==> src/rtl/bus_interconnect_n.sv <==
// Parametrised 68k bus interconnect: base/mask address decode, strobe and
// data routing, held DTACK-style acknowledge, watchdog and unmapped bus error.
module bus_interconnect_n #(
    parameter int                        NUM_SLAVES = 4,
    parameter int                        SLV_AW     = 8,
    parameter logic [NUM_SLAVES*32-1:0] BASE       = {32'h00F2_0000, 32'h00F1_0000,
                                                      32'h00F0_0000, 32'h0000_0000},
    parameter logic [NUM_SLAVES*32-1:0] MASK       = {NUM_SLAVES{32'h00FF_0000}},
    parameter int                        TIMEOUT    = 255
) (
    input  logic                     clk,
    input  logic                     reset_n,
    input  logic [31:0]              master_addr,
    input  logic [15:0]              master_write,
    output logic [15:0]              master_read,
    input  logic                     master_uds,
    input  logic                     master_lds,
    input  logic                     master_rw,
    output logic                     master_ack,
    output logic                     master_berr,
    output logic [NUM_SLAVES-1:0]    slave_sel,
    output logic [SLV_AW-1:0]        slave_addr,
    output logic [15:0]              slave_write,
    output logic [NUM_SLAVES-1:0]    slave_uds,
    output logic [NUM_SLAVES-1:0]    slave_lds,
    output logic                     slave_rw,
    input  logic [NUM_SLAVES*16-1:0] slave_read,
    input  logic [NUM_SLAVES-1:0]    slave_ack
);

    localparam int CW = $clog2(TIMEOUT + 1);
    localparam int IW = (NUM_SLAVES > 1) ? $clog2(NUM_SLAVES) : 1;
    localparam logic [CW-1:0] TMAX = CW'(TIMEOUT - 1);

    typedef enum logic [1:0] {
        S_IDLE,
        S_ACCESS,
        S_DONE,
        S_ERR
    } state_t;

    state_t                  state_q, state_d;
    logic [IW-1:0]           idx_q, idx_d;
    logic [NUM_SLAVES-1:0]   sel_q, sel_d;
    logic [SLV_AW-1:0]       addr_q, addr_d;
    logic [CW-1:0]           cnt_q, cnt_d;
    logic [15:0]             read_q, read_d;
    logic                    ack_q, ack_d;
    logic                    berr_q, berr_d;

    logic                    strobe;
    logic                    hit_any;
    logic [IW-1:0]           hit_idx;
    logic                    cur_ack;
    logic [15:0]             cur_rdata;

    wire unused_addr_hi = ^master_addr[31:24];

    assign strobe = master_uds | master_lds;

    // Scan downwards so the lowest matching index is the one left standing.
    always_comb begin
        hit_any = 1'b0;
        hit_idx = '0;
        for (int i = NUM_SLAVES - 1; i >= 0; i--) begin
            if ((master_addr[23:0] & MASK[i*32 +: 24]) == BASE[i*32 +: 24]) begin
                hit_any = 1'b1;
                hit_idx = IW'(i);
            end
        end
    end

    // Only the registered target's ack and data are visible.
    always_comb begin
        cur_ack   = 1'b0;
        cur_rdata = 16'h0000;
        for (int i = 0; i < NUM_SLAVES; i++) begin
            if (idx_q == IW'(i)) begin
                cur_ack   = slave_ack[i];
                cur_rdata = slave_read[i*16 +: 16];
            end
        end
    end

    always_comb begin
        state_d = state_q;
        idx_d   = idx_q;
        sel_d   = sel_q;
        addr_d  = addr_q;
        cnt_d   = cnt_q;
        read_d  = read_q;
        ack_d   = ack_q;
        berr_d  = berr_q;
        unique case (state_q)
            S_IDLE: begin
                if (strobe) begin
                    if (hit_any) begin
                        state_d = S_ACCESS;
                        idx_d   = hit_idx;
                        sel_d   = NUM_SLAVES'(1) << hit_idx;
                        addr_d  = master_addr[SLV_AW-1:0];
                        cnt_d   = '0;
                    end else begin
                        state_d = S_ERR;
                        berr_d  = 1'b1;
                        read_d  = 16'h0000;
                    end
                end
            end
            S_ACCESS: begin
                if (!strobe) begin
                    state_d = S_IDLE;
                    sel_d   = '0;
                end else if (cur_ack) begin
                    state_d = S_DONE;
                    read_d  = cur_rdata;
                    ack_d   = 1'b1;
                    sel_d   = '0;
                end else if (cnt_q == TMAX) begin
                    state_d = S_ERR;
                    berr_d  = 1'b1;
                    read_d  = 16'h0000;
                    sel_d   = '0;
                end else begin
                    cnt_d = cnt_q + 1'b1;
                end
            end
            S_DONE: begin
                if (!strobe) begin
                    state_d = S_IDLE;
                    ack_d   = 1'b0;
                end
            end
            S_ERR: begin
                if (!strobe) begin
                    state_d = S_IDLE;
                    berr_d  = 1'b0;
                end
            end
            default: begin
                state_d = S_IDLE;
            end
        endcase
    end

    always_ff @(posedge clk) begin
        if (!reset_n) begin
            state_q <= S_IDLE;
            idx_q   <= '0;
            sel_q   <= '0;
            addr_q  <= '0;
            cnt_q   <= '0;
            read_q  <= 16'h0000;
            ack_q   <= 1'b0;
            berr_q  <= 1'b0;
        end else begin
            state_q <= state_d;
            idx_q   <= idx_d;
            sel_q   <= sel_d;
            addr_q  <= addr_d;
            cnt_q   <= cnt_d;
            read_q  <= read_d;
            ack_q   <= ack_d;
            berr_q  <= berr_d;
        end
    end

    assign master_read = read_q;
    assign master_ack  = ack_q;
    assign master_berr = berr_q;
    assign slave_sel   = sel_q;
    assign slave_addr  = addr_q;
    assign slave_write = master_write;
    assign slave_rw    = master_rw;
    assign slave_uds   = {NUM_SLAVES{master_uds}} & sel_q;
    assign slave_lds   = {NUM_SLAVES{master_lds}} & sel_q;

endmodule

==> config.mk <==
export PLATFORM = sky130hd
export DESIGN_NAME = bus_interconnect_n
export DESIGN_NICKNAME = d
export VERILOG_FILES = /design/src/rtl/bus_interconnect_n.sv
export SDC_FILE = /design/constraint.sdc
export NUM_CORES = 1
export LEC_CHECK = 0
export ABC_AREA = 1
export BUFFER_PORTS_ARGS = -buffer_cell sky130_fd_sc_hd__buf_2
export CAP_MARGIN = 15
export CORE_UTILIZATION = 41
export CTS_BUF_LIST = sky130_fd_sc_hd__clkbuf_2
export CTS_CLUSTER_SIZE = 8
export DETAILED_ROUTE_END_ITERATION = 8
export PLACE_DENSITY = 0.79
export SKIP_CTS_REPAIR_TIMING = 1
export SYNTH_ARGS = -nofsm -noshare
export SYNTH_HDL_FRONTEND = slang
export SYNTH_SLANG_ARGS = --single-unit
==> constraint.sdc <==
create_clock -name clk -period 1.6 [get_ports clk]
set_input_delay 0.16 -clock clk [delete_from_list [all_inputs] [get_ports clk]]
set_output_delay 0.16 -clock clk [all_outputs]
set_load 0.03 [all_outputs]
==> impl_metrics.ini, run 1 <==
[pwr]
vdd_ir_drop_max_v = 0.000520
switching_share_of_total_power_pct = 48.8
p_comb_share_pct = 64.3
p_seq_share_pct = 25.2
share_clk_of_total_power_pct = 10.5
internal_power_mw = 3.03
switching_power_mw = 2.89
power.static_leakage_nw = 2.21
pd_cells_nw_per_um2 = 1380

[critical_path]
critPathMaxFanout = 5
timing.critical_path.slowest_cell_delay_ns = 0.41
cp.arrival_ns = 1.99
worstSetupPathType = flip-flop to flip-flop
cp_cell_sequence = buf_4 > clkbuf_16 > o21ai_0 > nand3_1 > o21ai_0 > inv_1 > nand2_1 > nand3_2 > nand2_2 > nor2_2
timing.reg2reg.setup_slack_ns = -0.08
setup.worst_path.end_class = flip-flop
cp_data_required_time_ns = 1.91
regToRegEndpoint = master_read[4]
critPathLaunchType = flip-flop
crit_slowest_cell = dfxtp_4
r2r.worst_path.cells = 10
r2r-start = idx_q[0]
critical_path_most_common_cell = o21ai_0

[die]
effective_utilization_at_floorplan_pct = 43.0
design.portCount = 176
core_um2 = 6910
total_die_area_um2 = 7590
dieWidth_um = 87.1
die_h_um = 87.1
std_cell_rows = 30

[sta]
report.final.slew_viol_count = 0
post-route-min-period_ns = 1.68
final-hold-violation-count = 0
slew_headroom_pct = 75.8
rsz0062_at_grt = yes
fmax_ghz = 0.596
finalWorstSetupSlack_ns = -0.0770
layout_worst_path_cycle_share_pct = 105
finalHoldWorstSlack_ns = 0.137
worst-slew-pin-transition_ns = 0.360
setup_viol = 5
clk_skew_ns = 0.0192

[placed_design]
port_buffers = 125
routabilityCongestion = 0.871
dpl.cell_count = 688
place_area_um2 = 3740
hpwl_um = 6460

[logic_synthesis]
seq_area_frac_synth_pct = 28.3
synth.net_count = 598
synth_top_cells_by_area = dfxtp_1 28%, nand2_1 14%, nor2_1 12%
synth_warnings = 0
synth_cells = 470
ys_ff_latch = 42
yosysUniqueCellTypes = 33
post-synth-top-area-cell = dfxtp_1
synth_top_area_share_pct = 28.3
synth_area_per_cell_um2 = 6.32
total_standard_cell_area_after_synthesis_um2 = 2970

[grt]
grt_use_total_pct = 21.9
pin_count_of_the_biggest_net_entering_global_routing = 33
grt_pass1_vias = 3226
grt_pass1_wl_um = 13400
grt.overflow.total = 0
antenna_found_initial = 0

[hold_path]
hold_crit_path_type = input pin to flip-flop
number_of_cells_traversed_by_the_worst_hold_path = 3
timing.hold.worst_endpoint = cnt_q[4]
worst_hold_startpoint = reset_n

[clock_tree]
cts.root.buffer_cell = clkbuf_2
ctsHtreeMaxLevel = 2
tritoncts = yes
clk_path_buf_depth = 2
clock_insertion_delay_worst_skew_ns = 0.40
clkSinkCount = 42
cts-buffers-inserted = 5
clkSlewWorstSetupHoldPaths_ns = 0.22

[detailed_routing]
num_vias = 3673
aggregate_routed_wire_length_um = 9680
antenna_violating_nets_left = 0
vias_per_cell = 5.10
post-route-drc-count = 0
post_drt_wl_per_cell_um = 13.4
first_pass_iters = 5
drtIter0Drc = 259

[cells_and_area]
mostFrequentLayoutCell = buf_2
areaGrowthSynthToFinish_pct = 44.9
nets = 751
diodes = 0
final_cell_count_no_fill = 720
final_cell_mix = 125 x buf_2, 107 x nand2_1, 90 x nor2_1
drive_gt1_share_pct = 40.4
stdcell_area_um2 = 4300
fillCellCount = 609

[run_status]
failed_checks = setup timing
result_of_the_run = complete, but fails checks

[run]
max-cap-violations = 0
## stage by stage
stage	util [%]	TNS, ns	setup WS, ns	total power, mW
2_1_floorplan	-	0	0.0418	3.73
3_3_place_gp	54.1	0	0.00369	4.48
3_5_place_dp	54.1	-0.553	-0.0487	4.55
4_1_cts	55.1	-2.19	-0.0987	5.18
5_1_grt	62.3	-2.69	-0.191	6.35
6_report	62.3	-0.103	-0.0770	5.93
## logic make-up (layout without fill, tap and decap cells)
group,after synthesis,count (layout),synth area share [%]
and+or+nand+nor,276,276,41.2
buffers and inverters,74,228,12.9
AOI/OAI and AO/OA,65,65,12.8
DFF,42,42,28.3
adders and majority gates,7,7,2.95
xor gates and xnor gates,6,6,1.77
## Yosys cell counts (all sizes together)
cell type    n
o21bai       3
dfxtp       42
nor2       106
o21a         1
xnor2        2
a21oi       13
inv         42
o211ai       9
buf         26
nand2      122
ha           7
o22ai        3
and3         1
nand3       43
o31ai        1
clkinv       1
nand4        2
clkbuf       5
o21ai       35
nand3b       2
xor2         4
## per-layer routing
layer | global-route usage (%) | wire length, um
met5 | 0 | 0
met2 | 42.2 | 4950
met4 | 5.81 | 257
met3 | 4.27 | 664
met1 | 24.4 | 3810
## flip-flops by register name, indices dropped and copies added, names as in the netlist
register / flops
master_read: 16
cnt_q: 8
slave_addr: 8
slave_sel: 4
idx_q: 2
state_q: 2
master_ack: 1
master_berr: 1
## worst max-delay path, delay by kind of cell, from the launching register on
kind | cells | cell delay, ns
AND/OR/NAND/NOR | 5 | 0.46
buffers and inverters | 3 | 0.34
flip-flops | 1 | 0.41
AO/OA/AOI/OAI | 2 | 0.37
## power by group through the flow
stage | registers [mW] | clock network (mW) | logic (mW)
after floorplan | 1.91 | 0 | 1.82
after global placement | 1.47 | 0 | 3.00
after detailed placement | 1.49 | 0 | 3.07
after CTS | 1.46 | 0.638 | 3.08
after global routing | 1.52 | 0.683 | 4.15
final | 1.49 | 0.625 | 3.81
## worst max-delay path by stage
stage | from | endpoint | depth (start not counted)
after global placement | state_q[0] | master_berr | 12
after detailed placement | idx_q[0] | state_q[1] | 10
after CTS | idx_q[0] | master_read[4] | 11
after global routing | idx_q[0] | master_read[4] | 10
after floorplan | state_q[0] | master_read[0] | 11
final | idx_q[0] | master_read[4] | 10
## cell type report
type	count	area [um^2]	area share (%)
Clock buffer	6	30.0	0.698
Inverter	43	191	4.45
Timing Repair Buffer	176	1110	25.7
Timing Repair inverter	1	6.26	0.145
Clock inverter	2	37.5	0.872
Tap cell	96	120	2.79
Sequential cell	42	853	19.8
Multi-Input combinational cell	354	1960	45.5
Note: power is estimated with default switching activity, not from simulation.
==> run 2, diff against run 1 <==
--- a/config.mk
+++ b/config.mk
@@ -7,12 +7,11 @@
 export LEC_CHECK = 0
 export ABC_AREA = 1
 export BUFFER_PORTS_ARGS = -buffer_cell sky130_fd_sc_hd__buf_2
-export CAP_MARGIN = 15
 export CORE_UTILIZATION = 41
 export CTS_BUF_LIST = sky130_fd_sc_hd__clkbuf_2
 export CTS_CLUSTER_SIZE = 8
 export DETAILED_ROUTE_END_ITERATION = 8
-export PLACE_DENSITY = 0.79
+export PLACE_DENSITY = 0.9
 export SKIP_CTS_REPAIR_TIMING = 1
 export SYNTH_ARGS = -nofsm -noshare
 export SYNTH_HDL_FRONTEND = slang
==> constraint.sdc (replaced) <==
create_clock -name clk -period 1.4 [get_ports clk]
set_input_delay 0.14 -clock clk [delete_from_list [all_inputs] [get_ports clk]]
set_output_delay 0.14 -clock clk [all_outputs]
set_load 0.03 [all_outputs]
==> run 2 against run 1 <==
The flow still finishes with violations (setup timing). Global-route usage grew 0.51 points. Combinational power rose by 23%. Critical path depth is 2 higher. Critical path type unchanged. Largest power group unchanged. Highest routed layer unchanged.
==> impl_metrics.ini, run 2 (synthesis results as in run 1) <==
[cells_and_area]
largest_reg_flops = 16
final_cell_count_no_fill = 731
areaGrowthSynthToFinish_pct = 48.4
nets = 763
diodes = 0
multi_input_gate_area_um2 = 1990
mostFrequentLayoutCell = buf_2
register_area_um2 = 856
drive_gt1_share_pct = 41.9
fillCellCount = 547
final_cell_mix = 125 x buf_2, 103 x nand2_1, 90 x nor2_1

[sta]
post-route-min-period_ns = 1.69
worst-slew-pin-transition_ns = 0.367
finalHoldWorstSlack_ns = 0.153
setup_viol = 31
fmax_ghz = 0.593
layout_worst_path_cycle_share_pct = 120
report.final.slew_viol_count = 0
final-hold-violation-count = 0
clk_skew_ns = 0.0221
rsz0062_at_grt = yes
slew_headroom_pct = 75.4
finalWorstSetupSlack_ns = -0.286

[clock_tree]
tritoncts = yes
clk_path_buf_depth = 2
clkSlewWorstSetupHoldPaths_ns = 0.20
ctsHtreeMaxLevel = 2
cts.root.buffer_cell = clkbuf_2
clkSinkCount = 42
cts-buffers-inserted = 5
clock_insertion_delay_worst_skew_ns = 0.42

[detailed_routing]
first_pass_iters = 6
post_drt_wl_per_cell_um = 13.4
vias_per_cell = 5.20
antenna_violating_nets_left = 0
post-route-drc-count = 0
num_vias = 3799
drtIter0Drc = 216
aggregate_routed_wire_length_um = 9830

[grt]
grt.overflow.total = 0
antenna_found_initial = 0
grt_use_total_pct = 22.4
pin_count_of_the_biggest_net_entering_global_routing = 30
grt_pass1_vias = 3338
grt_pass1_wl_um = 13600

[pwr]
power_mw = 6.88
internal_power_mw = 3.51
p_comb_share_pct = 67.9
vdd_ir_drop_max_v = 0.000596
power.static_leakage_nw = 2.30
pd_cells_nw_per_um2 = 1560
share_clk_of_total_power_pct = 7.3
p_seq_share_pct = 24.8
switching_power_mw = 3.37
switching_share_of_total_power_pct = 49.0

[critical_path]
setup.worst_path.end_class = flip-flop
worstSetupPathType = flip-flop to flip-flop
critPathLaunchType = flip-flop
critPathMaxFanout = 6
cp.arrival_ns = 2.01
cp_data_required_time_ns = 1.72

[placed_design]
dpl.cell_count = 702
routabilityCongestion = 0.912
port_buffers = 125
hpwl_um = 6730

[die]
dieWidth_um = 87.1
std_cell_rows = 30
core_um2 = 6910
die_h_um = 87.1
design.portCount = 176
total_die_area_um2 = 7590
effective_utilization_at_floorplan_pct = 43.0

[run]
max-cap-violations = 0

[run_status]
result_of_the_run = complete, but fails checks
failed_checks = setup timing

[hold_path]
hold_crit_path_type = input pin to flip-flop
## run 2: changes by cell type in the layout (fill, tap and decap cells not counted), moves of 3 or more
cell	previous run	this run
buf_4	35	41
a21oi_2	5	2
buf_6	3	7
a21oi_1	7	10
nand2_1	107	103
inv_1	31	28
o21ai_0	35	32
## run 2: layout make-up
type                    instances  area share [%]
repair inverters                1           0.142
flip-flops and latches         42            19.4
clock buffers                   7           0.795
inverters                      43            4.40
repair buffers                188            27.3
multi-input cells             354            45.2
well taps                      96            2.72
## run 2: final timing paths
path,from,endpoint,slack (ns),cells past startpoint
setup / recovery,cnt_q[0],master_read[4],-0.29,12
hold / removal,slave_read[60],master_read[12],0.15,5
setup reg to reg,cnt_q[0],master_read[4],-0.29,12
hold reg to reg,master_read[8],master_read[8],0.50,2
## run 2: per-stage QoR
step	setup TNS (ns)	util (%)	worst slack, ns	instance area [um^2]
floorplan	-1.05	-	-0.0555	3000
global placement	-2.47	56.6	-0.132	3910
detailed placement	-4.66	56.6	-0.177	3910
CTS	-5.53	57.1	-0.200	3940
global route	-8.33	63.8	-0.357	4410
finish	-5.67	63.8	-0.286	4410
## run 2: worst max-delay path, cell delays in order, from the launching register on
cell	delay [ns]
dfxtp_2	0.37
inv_2	0.07
ha_4	0.14
nand2_4	0.05
nor2_4	0.12
nand2_2	0.08
nand2_4	0.12
nor2_4	0.07
nor2_8	0.20
buf_6	0.15
nand3_1	0.11
nand2_1	0.07
nor2_1	0.04
## run 2: power by group through the flow
stage          logic (mW)  clock network, mW  registers [mW]
6_report             4.67              0.503            1.70
5_1_grt              5.04              0.563            1.74
4_1_cts              3.79              0.504            1.69
3_5_place_dp         3.78                  0            1.72
3_3_place_gp         3.67                  0            1.70
2_1_floorplan        2.14                  0            2.20
## run 2: layer usage
metal  vias to the layer above  routed length (um)  track usage (%)
met3                        45                 812             5.40
met4                         0                 312             10.7
met5                         -                   0                0
li1                       1811                   -                -
met1                      1716                3600             23.7
met2                       227                5110             41.7
